## src/rtl/skew_seq.sv

```systemverilog
// Diagonal-skew shift-enable sequencer for DIM row delay buffers.
// Define SKEW_SEQ_PERF_EN to build the busy-cycle performance counter.
module skew_seq #(
  parameter int DIM   = 8,
  parameter int DEPTH = 8,
  parameter int CW    = $clog2(DEPTH + DIM)
) (
  input  logic           clk,
  input  logic           rst_n,
  input  logic           start,
  input  logic           stall,
  output logic [DIM-1:0] en,
  output logic           zero_in,
  output logic [CW-1:0]  src_idx,
  output logic           busy,
  output logic           done,
  output logic [31:0]    perf_cnt
);

  typedef enum logic [1:0] {
    S_IDLE,
    S_STREAM,
    S_DRAIN
  } state_e;

  localparam logic [CW-1:0] STREAM_LAST = CW'(DEPTH + DIM - 2);
  localparam logic [CW-1:0] DRAIN_LAST  = CW'(DEPTH - 1);

  state_e          state_q, state_d;
  logic [CW-1:0]   cnt_q, cnt_d;
  logic            done_q, done_d;

  always_ff @(posedge clk or negedge rst_n) begin
    if (!rst_n) begin
      state_q <= S_IDLE;
      cnt_q   <= '0;
      done_q  <= 1'b0;
    end else begin
      state_q <= state_d;
      cnt_q   <= cnt_d;
      done_q  <= done_d;
    end
  end

  always_comb begin
    state_d = state_q;
    cnt_d   = cnt_q;
    done_d  = 1'b0;
    unique case (state_q)
      S_IDLE: begin
        if (start) begin
          state_d = S_STREAM;
          cnt_d   = '0;
        end
      end
      S_STREAM: begin
        if (!stall) begin
          if (cnt_q == STREAM_LAST) begin
            state_d = S_DRAIN;
            cnt_d   = '0;
          end else begin
            cnt_d = cnt_q + CW'(1);
          end
        end
      end
      S_DRAIN: begin
        if (!stall) begin
          if (cnt_q == DRAIN_LAST) begin
            state_d = S_IDLE;
            cnt_d   = '0;
            done_d  = 1'b1;
          end else begin
            cnt_d = cnt_q + CW'(1);
          end
        end
      end
      default: begin
        state_d = S_IDLE;
        cnt_d   = '0;
      end
    endcase
  end

  // Row i is live for the DEPTH phases starting at phase i.
  always_comb begin
    en      = '0;
    zero_in = 1'b0;
    src_idx = '0;
    unique case (state_q)
      S_STREAM: begin
        src_idx = cnt_q;
        for (int i = 0; i < DIM; i++) begin
          en[i] = !stall
                  && (int'(cnt_q) >= i)
                  && (int'(cnt_q) < i + DEPTH);
        end
      end
      S_DRAIN: begin
        src_idx = cnt_q;
        zero_in = 1'b1;
        en      = stall ? '0 : '1;
      end
      default: begin
        en = '0;
      end
    endcase
  end

  assign busy = (state_q != S_IDLE);
  assign done = done_q;

`ifdef SKEW_SEQ_PERF_EN
  logic [31:0] perf_q, perf_d;

  always_comb begin
    perf_d = perf_q;
    if (state_q == S_IDLE && start) begin
      perf_d = '0;
    end else if (busy && perf_q != 32'hFFFF_FFFF) begin
      perf_d = perf_q + 32'd1;
    end
  end

  always_ff @(posedge clk or negedge rst_n) begin
    if (!rst_n) begin
      perf_q <= '0;
    end else begin
      perf_q <= perf_d;
    end
  end

  assign perf_cnt = perf_q;
`else
  assign perf_cnt = 32'd0;
`endif

endmodule

```

## config.mk

```make
export PLATFORM = sky130hd
export DESIGN_NAME = skew_seq
export DESIGN_NICKNAME = d
export VERILOG_FILES = /design/src/rtl/skew_seq.sv
export SDC_FILE = /design/constraint.sdc
export NUM_CORES = 1
export LEC_CHECK = 0
export ABC_AREA = 1
export CAP_MARGIN = 20
export CORE_ASPECT_RATIO = 0.9
export CORE_UTILIZATION = 32
export DETAILED_ROUTE_END_ITERATION = 7
export GPL_TIMING_DRIVEN = 0
export PLACE_DENSITY = 0.78
export SYNTH_ARGS = -nofsm -noshare
export SYNTH_HDL_FRONTEND = slang
export SYNTH_SLANG_ARGS = --single-unit
```

## constraint.sdc

```tcl
create_clock -name clk -period 1.6 [get_ports clk]
set_input_delay 0.48 -clock clk [delete_from_list [all_inputs] [get_ports clk]]
set_output_delay 0.48 -clock clk [all_outputs]
set_load 0.02 [all_outputs]
```

* Word-level counts from Yosys, hierarchy flattened
Index checks and enable logic that the tools add are counted.
** Operators by class
- Reduce and logical (&&, ||, !) cells :: 21
- $lt $le $gt $ge :: 15
- Muxes and demuxes :: 19
- Eq/ne operators :: 9
- Add/subtract/negate cells :: 1
** Operator list (count)
- < comparator 4 bit (second input constant) :: 8
- two-way mux 4 bit :: 6
- greater-or-equal comparator 4 x 3 -> 1 bit (second input constant) :: 4
- case mux 8 bit (2 select lines) :: 1
- logical AND 1 bit :: 15
- case mux 4 bit (3 select lines) :: 1
- two-way mux 2 bit :: 5
- != test 2 bit (second input constant) :: 5
- greater-or-equal comparator 4 x 2 -> 1 bit (second input constant) :: 2
- two-way mux 8 bit :: 1
- case mux 2 bit (3 select lines) :: 1
- AND reduction 5 bit :: 1
- adder 4 x 1 -> 4 bit (second input constant) :: 1
- equality test 4 x 3 -> 1 bit (second input constant) :: 1
- equality test 4 bit (second input constant) :: 1
- greater-or-equal comparator 4 x 1 -> 1 bit (second input constant) :: 1
- two-way mux 1 bit :: 4
- AND reduction 3 bit :: 1
- equality test 2 x 1 -> 1 bit (second input constant) :: 1
- equality test 2 bit (second input constant) :: 1
- zero test 2 bit :: 1
- nonzero test 2 bit :: 1
- OR reduction 2 bit :: 1
- zero test 1 bit :: 1
** Word-level totals
- Logic and storage cells :: 68
- Bits in registers :: 7

* Longest topological paths before layout
Gate-level depths: netlist of the first run.
- Depth in word-level cells :: 4
- Depth in mapped cells :: 8

* Least setup slack after synthesis of the first run
OpenSTA, ideal clock, no wires.
- Path type :: reg-to-output
- Start :: register state_q[0]
- End :: output port en[0]
- Stages on the path, launching flop included :: 5
- Setup slack :: -0.301 ns
- Arrival time :: 1.421 ns
- Path buffers :: 0
- Path through :: dfrtp_1 -> inv_1 -> ha_1 -> nand2_1 -> a21oi_1
** Between the ends
- Cells in the longest elaborated chain, start to end :: 2
- Elaborated cells on any way between the ends :: 3
- Classes of those cells :: 2 x eq/ne; 1 x mux
** Ends and longest elaborated chain
- from (decl) :: line 29 : state_e state_q, state_d;
- from (signal assigned) :: line 39 : state_q <= state_d;
- equality test 2 bit or equality test 2 x 1 -> 1 bit (tied branches) :: line 89 : unique case (state_q)
- case mux 8 bit (2 select lines) (*) :: line 89
- to (decl) :: line 12 : output logic [DIM-1:0] en,
Mark *: on every way between the ends. The rest lies on a longest branch, timed or not.

* Final worst setup path of the first run
- Start :: register state_q[1]
- End :: output port en[2]
Same word-level chain as after synthesis.

==> results of run 1 <==
==> path summary, 6_finish.rpt <==
| kind | start | to | slack (ns) | cells past startpoint |
|---|---|---|---|---|
| max | state_q[1] | en[2] | -0.35 | 7 |
| min | rst_n | done | 0.49 | 1 |
| max reg2reg | state_q[0] | cnt_q[1] | 0.07 | 8 |
| min reg2reg | state_q[1] | state_q[1] | 0.53 | 2 |
| max in group asynchronous | rst_n | cnt_q[1] | 0.85 | 1 |
| min in group clk | state_q[1] | state_q[1] | 0.53 | 2 |
==> power by group through the flow <==
stage / clock, W / sequential, W / combinational, W
after global routing: 0.000169 / 0.000282 / 0.00179
final: 0.000150 / 0.000274 / 0.00166
after global placement: 0 / 0.000270 / 0.00123
after floorplan: 0 / 0.000262 / 0.000979
after detailed placement: 0 / 0.000274 / 0.00124
after CTS: 0.000162 / 0.000269 / 0.00142
==> metal layers <==
layer | up-vias | GRT usage | wire, µm
met5 | - | 0 | 0
met4 | 0 | 0.0581 | 9
met3 | 2 | 0.0168 | 99
met2 | 30 | 0.236 | 1200
met1 | 448 | 0.171 | 1030
li1 | 544 | - | -
==> layout make-up <==
cell class	instances	share of cell area
clock buffer	4	0.0155
sequential	7	0.105
multi-input combinational	121	0.463
buffer	34	0.153
timing repair buffer	34	0.184
tap	40	0.0295
inverter	20	0.0502
==> worst reg2reg max path, delay by kind of cell, from the launching register on <==
| kind | cells | cell delay [ns] |
|---|---|---|
| AND/OR/NAND/NOR | 5 | 0.60 |
| adder cells (fa/ha/maj) | 1 | 0.19 |
| buffers and inverters | 2 | 0.23 |
| flip-flops | 1 | 0.43 |
==> kinds of logic after synthesis <==
family | Yosys count
buffers and inverters | 54
AO/OA/AOI/OAI | 12
other | 1
AND/OR/NAND/NOR | 70
flip-flops | 7
adder cells (fa/ha/maj) | 7
==> flip-flops by register name, summed over array words and instances (netlist names) <==
| signal | cells |
|---|---|
| cnt_q | 4 |
| done | 1 |
| state_q | 2 |
==> cells in the final DEF (no fill, tap or decap), types with 3 or more instances in the layout <==
cell type / count
inv_1: 6
ha_4: 5
buf_6: 14
conb_1: 32
dfrtp_1: 5
nand3_2: 3
nor2_2: 3
nand2_1: 34
buf_4: 50
inv_2: 12
clkbuf_4: 3
nand2_2: 7
nor2_1: 7
nand3_1: 11
a21oi_4: 8
==> stage by stage <==
step                      hold slack, ns  setup slack (ns)   util  area [µm²]
after floorplan                    0.184           -0.0513      -        1240
after global placement             0.550             -1.03  0.526        1470
after detailed placement           0.563             -1.05  0.526        1470
after CTS                          0.496            -0.371  0.570        1590
after global routing               0.512            -0.437  0.607        1700
final                              0.494            -0.351  0.607        1700
==> repair_timing <==
action	in CTS	in global routing
endpoints found under the setup margin	15	14
resized for setup	95	18
setup buffers	8	8
pin swaps	10	4
==> results by group, run 1 <==
Status
  • Status: complete, but fails checks
  • Violated checks: setup timing

Job
  • MaxCap Viol Count: 0

Synthesis
  • Largest family of logic cells by synthesized area: buffers and inverters
  • Top-area cell type share of the netlist area: 0.267
  • Unique masters post-synth: 15
  • Adder-cell share of the synthesized area: 0.0917
  • Top_reg_cell synth: dfrtp_1
  • Flops & latches, synth: 7
  • Compound-Gate Fraction of Synth Area: 0.0655
  • Ys Warns: 0
  • Cell count after synthesis: 151
  • Post-synth ARST share: 1.00
  • Synth cell count leaders: nand2_1, buf_4, inv_1
  • Synth Area in XOR/XNOR: 0
  • Post-synthesis simple-gate area fraction: 0.309
  • Number of synthesized flops with an enable pin: 0
  • Synth Cell Area: 955 µm²
  • Largest cells by area after synthesis: buf_4, dfrtp_1, nand2_1, ha_1, nand3_1
  • Mux contribution to synthesized area: 0
  • Most frequent cell after synthesis: nand2_1
  • Yosys top cell by area: buf_4
  • Post-Syn Area per Cell: 6.32 µm²
  • Sequential area share after synthesis: 0.183

Critical path
  • WP data required: 1.12 ns
  • Crit-path cells: inv_2, ha_4, nand2_4, nor2_4, nand3_2, a21oi_4, buf_6
  • CP Class: reg -> out
  • Crit-path max cell delay: 0.40 ns
  • CP top delay family: flip-flops
  • Worst Setup End Kind: output port
  • Critical path fanouts, max: 3
  • CP bufs+invs: 2
  • Startpoint Class: flip-flop
  • Arr. time, crit path: 1.47 ns
  • Crit path max-delay cell type: dfrtp_1

Clock tree
  • Clock root cell: clkbuf_4
  • H-tree depth: 1
  • CTS Buf Count: 3
  • Clock slew seen by the registers of the worst setup and hold paths: 0.05 ns
  • Clock Latency Late Sink: 0.24 ns
  • Hold_buf cts: 0
  • Deepest clock path buffer count: 2
  • Clock sink count: 7
  • TritonCTS clock tree: yes

Global routing
  • Total global routing overflow: 0
  • First-pass GRT wire length: 3260 µm
  • Initial antenna violation count: 0
  • Largest net degree at the start of global routing: 11
  • Total track usage: 0.136
  • Vias in the first global route: 764

Power and ir drop
  • Pwr/cell area: 1230 nW/µm²
  • Internal power: 0.00104 W
  • Switching share of total power: 0.502
  • Leakage: 0.938 nW
  • Final Power: 0.00209 W
  • P_sw: 0.00105 W
  • Clock Power Share: 0.072
  • Sequential share of power: 0.131
  • Logic pwr share: 0.797
  • Worst vdd ir: 0.759 mV

Timing
  • Max Fclk: 0.513 GHz
  • Fin. Hold Viols: 0
  • Max Slew Vio Count: 0
  • RSZ-0062 raised after global routing: true
  • Setup violators final: 13
  • Clock skew: 0.000279 ns
  • Setup TNS: -3.89 ns
  • Period utilization: 1.22
  • Final worst slack: -0.351 ns
  • Period minus WS final: 1.95 ns

Drt
  • Via total after detailed routing: 1024
  • WL/cell: 9.00 µm
  • Routed Wire Length: 2340 µm
  • ANT nets after route: 0
  • Initial drt markers: 16
  • Drt drc: 0
  • Drt first pass iters: 4
  • Vias per cell: 3.94

Cells and area
  • Reg area: 178 µm²
  • Layout cell share with drive strength beyond 1: 0.518
  • Area Overhead vs Synth: 77.6%
  • Area of the multi-input gates: 786 µm²
  • Diode count: 0
  • Nets: 232
  • Layout Cells excl Fill: 260
  • Filler instances: 254

Floorplanning
  • Row count: 18
  • DIE HEIGHT: 53.8 µm
  • Core Region: 2790 µm²
  • DIE AREA: 3210 µm²
  • Starting Density: 0.342
  • I/O pins: 51
  • Die W: 59.6 µm

Placement
  • GPL Wtd Cong: 0.827
  • Post-DP HPWL: 1590 µm
  • Number of instances in the placed design: 240
  • Port bufs: 18

Min path
  • Hold Path Class: in -> async
Power figures use the tool's default switching activity.
==> inputs of run 2 (changes only) <==
--- a/config.mk
+++ b/config.mk
@@ -6,7 +6,6 @@
 export NUM_CORES = 1
 export LEC_CHECK = 0
 export ABC_AREA = 1
-export CAP_MARGIN = 20
 export CORE_ASPECT_RATIO = 0.9
 export CORE_UTILIZATION = 32
 export DETAILED_ROUTE_END_ITERATION = 7
==> results of run 2 <==
Same layout as run 1: the final DEF is identical, and so are final timing and power.
==> inputs of run 3 (changes only) <==
--- a/config.mk
+++ b/config.mk
@@ -6,7 +6,7 @@
 export NUM_CORES = 1
 export LEC_CHECK = 0
 export ABC_AREA = 1
-export CORE_ASPECT_RATIO = 0.9
+export CORE_ASPECT_RATIO = 0.8
 export CORE_UTILIZATION = 32
 export DETAILED_ROUTE_END_ITERATION = 7
 export GPL_TIMING_DRIVEN = 0
==> run 3 against run 2 <==
  * The flow still finishes with violations (setup timing)
  * First-iteration DRC count grew 75%
  * Clock skew grew 0.0051 ns
  * Die area is essentially flat
  * Non-clock buffer count grew 2
  * Cell count grew 0.38%
  * Total power increased by 3.7%
  * Wire length is 2.7% higher
  * Fmax rose by 2.2%
  * Critical path depth decreased by 2
  * Worst hold slack improved by 0.019 ns
  * Cell area rose by 4.9%
==> results by group, run 3 (synthesized netlist as in run 1, its figures left out) <==
Status
  • Status: complete, but fails checks
  • Violated checks: setup timing

Clock tree
  • Deepest clock path buffer count: 2
  • Clock Latency Late Sink: 0.23 ns
  • Hold_buf cts: 0
  • TritonCTS clock tree: yes
  • Clock root cell: clkbuf_8
  • H-tree depth: 1
  • Clock sink count: 7
  • CTS Buf Count: 3
  • Clock slew seen by the registers of the worst setup and hold paths: 0.04 ns

Global routing
  • Total global routing overflow: 0
  • First-pass GRT wire length: 3210 µm
  • Total track usage: 0.129
  • Largest net degree at the start of global routing: 11
  • Initial antenna violation count: 0
  • Vias in the first global route: 762

Critical path
  • Worst Setup EP: en[3]
  • Reg-to-Reg Start: state_q[1]
  • Arr. time, crit path: 1.43 ns
  • Reg2Reg Setup Slack: 0.08 ns
  • Reg2reg end: state_q[0]
  • Startpoint Class: flip-flop
  • Worst Reg-to-Reg Cells: 9
  • WP data required: 1.12 ns
  • CP Class: reg -> out
  • Critical path fanouts, max: 6
  • Worst Setup End Kind: output port
  • Worst setup path start: cnt_q[0]

Cells and area
  • Most frequent cells in the layout: buf_4, nand2_1, conb_1, buf_6, inv_2
  • Area Overhead vs Synth: 86.2%
  • Largest register FFs: 4
  • Leading cell type in the layout, fill and taps excluded: buf_4
  • Diode count: 0
  • Nets: 235
  • Biggest register: cnt_q
  • Layout cell share with drive strength beyond 1: 0.538
  • Filler instances: 234

Power and ir drop
  • Switching share of total power: 0.497
  • Worst vdd ir: 0.812 mV
  • Internal power: 0.00109 W
  • P_sw: 0.00107 W
  • Sequential share of power: 0.127
  • Pwr/cell area: 1220 nW/µm²
  • Logic pwr share: 0.759
  • Leakage: 0.988 nW
  • Final Power: 0.00216 W
  • Clock Power Share: 0.114

Floorplanning
  • DIE HEIGHT: 50.9 µm
  • Row count: 17
  • Core Region: 2790 µm²
  • I/O pins: 51
  • DIE AREA: 3210 µm²
  • Starting Density: 0.343
  • Die W: 63.1 µm

Drt
  • Drt first pass iters: 4
  • Vias per cell: 3.90
  • Via total after detailed routing: 1017
  • ANT nets after route: 0
  • Routed Wire Length: 2400 µm
  • Drt drc: 0
  • WL/cell: 9.21 µm
  • Initial drt markers: 28

Placement
  • GPL Wtd Cong: 0.791
  • Post-DP HPWL: 1550 µm
  • Port bufs: 18
  • Setup WS pre-CTS: -1.03 ns

Timing
  • Period utilization: 1.19
  • Final worst slack: -0.308 ns
  • RSZ-0062 raised after global routing: true
  • Clock skew: 0.00536 ns
  • Max Fclk: 0.524 GHz
  • Fin. Hold Viols: 0
  • Setup violators final: 13
  • Period minus WS final: 1.91 ns
  • Max Slew Vio Count: 0

Job
  • MaxCap Viol Count: 0

Min path
  • Hold Path Class: in -> async
==> run 3: cell types whose count changed in the layout (fill, tap and decap cells not counted), sizes merged <==
cell | before | now
nand2 | 43 | 44
buf | 64 | 66
==> run 3: through the flow <==
stage	hold WS [ns]	area, µm²	util	TNS, ns	instances
2_1_floorplan	0.184	1240	-	-0.241	182
3_3_place_gp	0.551	1470	0.527	-10.06	238
3_5_place_dp	0.559	1470	0.527	-10.14	238
4_1_cts	0.515	1630	0.586	-3.03	253
5_1_grt	0.528	1780	0.638	-3.82	261
6_report	0.512	1780	0.638	-3.12	261
==> run 3: how the worst min path moves through the flow <==
stage / from / endpoint / slack [ns] / depth (start not counted)
after floorplan: rst_n / cnt_q[0] / 0.18 / 0
after global placement: state_q[0] / state_q[0] / 0.55 / 2
after detailed placement: state_q[1] / state_q[1] / 0.56 / 2
after CTS: rst_n / done / 0.52 / 1
after global routing: rst_n / state_q[1] / 0.53 / 1
final: rst_n / cnt_q[2] / 0.51 / 1
==> run 3: critical path: stages, from the launching register on <==
cell and delay, ns:
dfrtp_2 0.47, ha_4 0.21, o21ai_1 0.13, nand3_1 0.13, a21oi_4 0.14, buf_6 0.13
==> run 3: per-layer routing <==
| metal | global-route usage | routed length [µm] |
|---|---|---|
| met2 | 0.231 | 1180 |
| met1 | 0.161 | 1140 |
| met5 | 0 | 0 |
| met4 | 0.0465 | 10 |
| met3 | 0.0134 | 77 |
==> run 3: final cells by class <==
class,instances,area (µm²),area share
sequential,7,178,0.0999
inverter,20,85.1,0.0479
multi-input combinational,122,833,0.469
clock buffer,4,45.0,0.0253
tap,38,47.5,0.0267
buffer,34,259,0.146
timing repair buffer,36,330,0.186
==> run 3: power by group through the flow <==
stage	clock (W)	sequential (W)	combinational, W
2_1_floorplan	0	0.000262	0.000979
3_3_place_gp	0	0.000270	0.00123
3_5_place_dp	0	0.000274	0.00124
4_1_cts	0.000247	0.000267	0.00140
5_1_grt	0.000264	0.000280	0.00175
6_report	0.000246	0.000274	0.00164
==> run 3: timing repair <==
action	in CTS	in global routing
buffers inserted	11	7
endpoints found under the setup margin	15	14
pin swaps	9	9
gates cloned	0	1
resized for setup	94	26
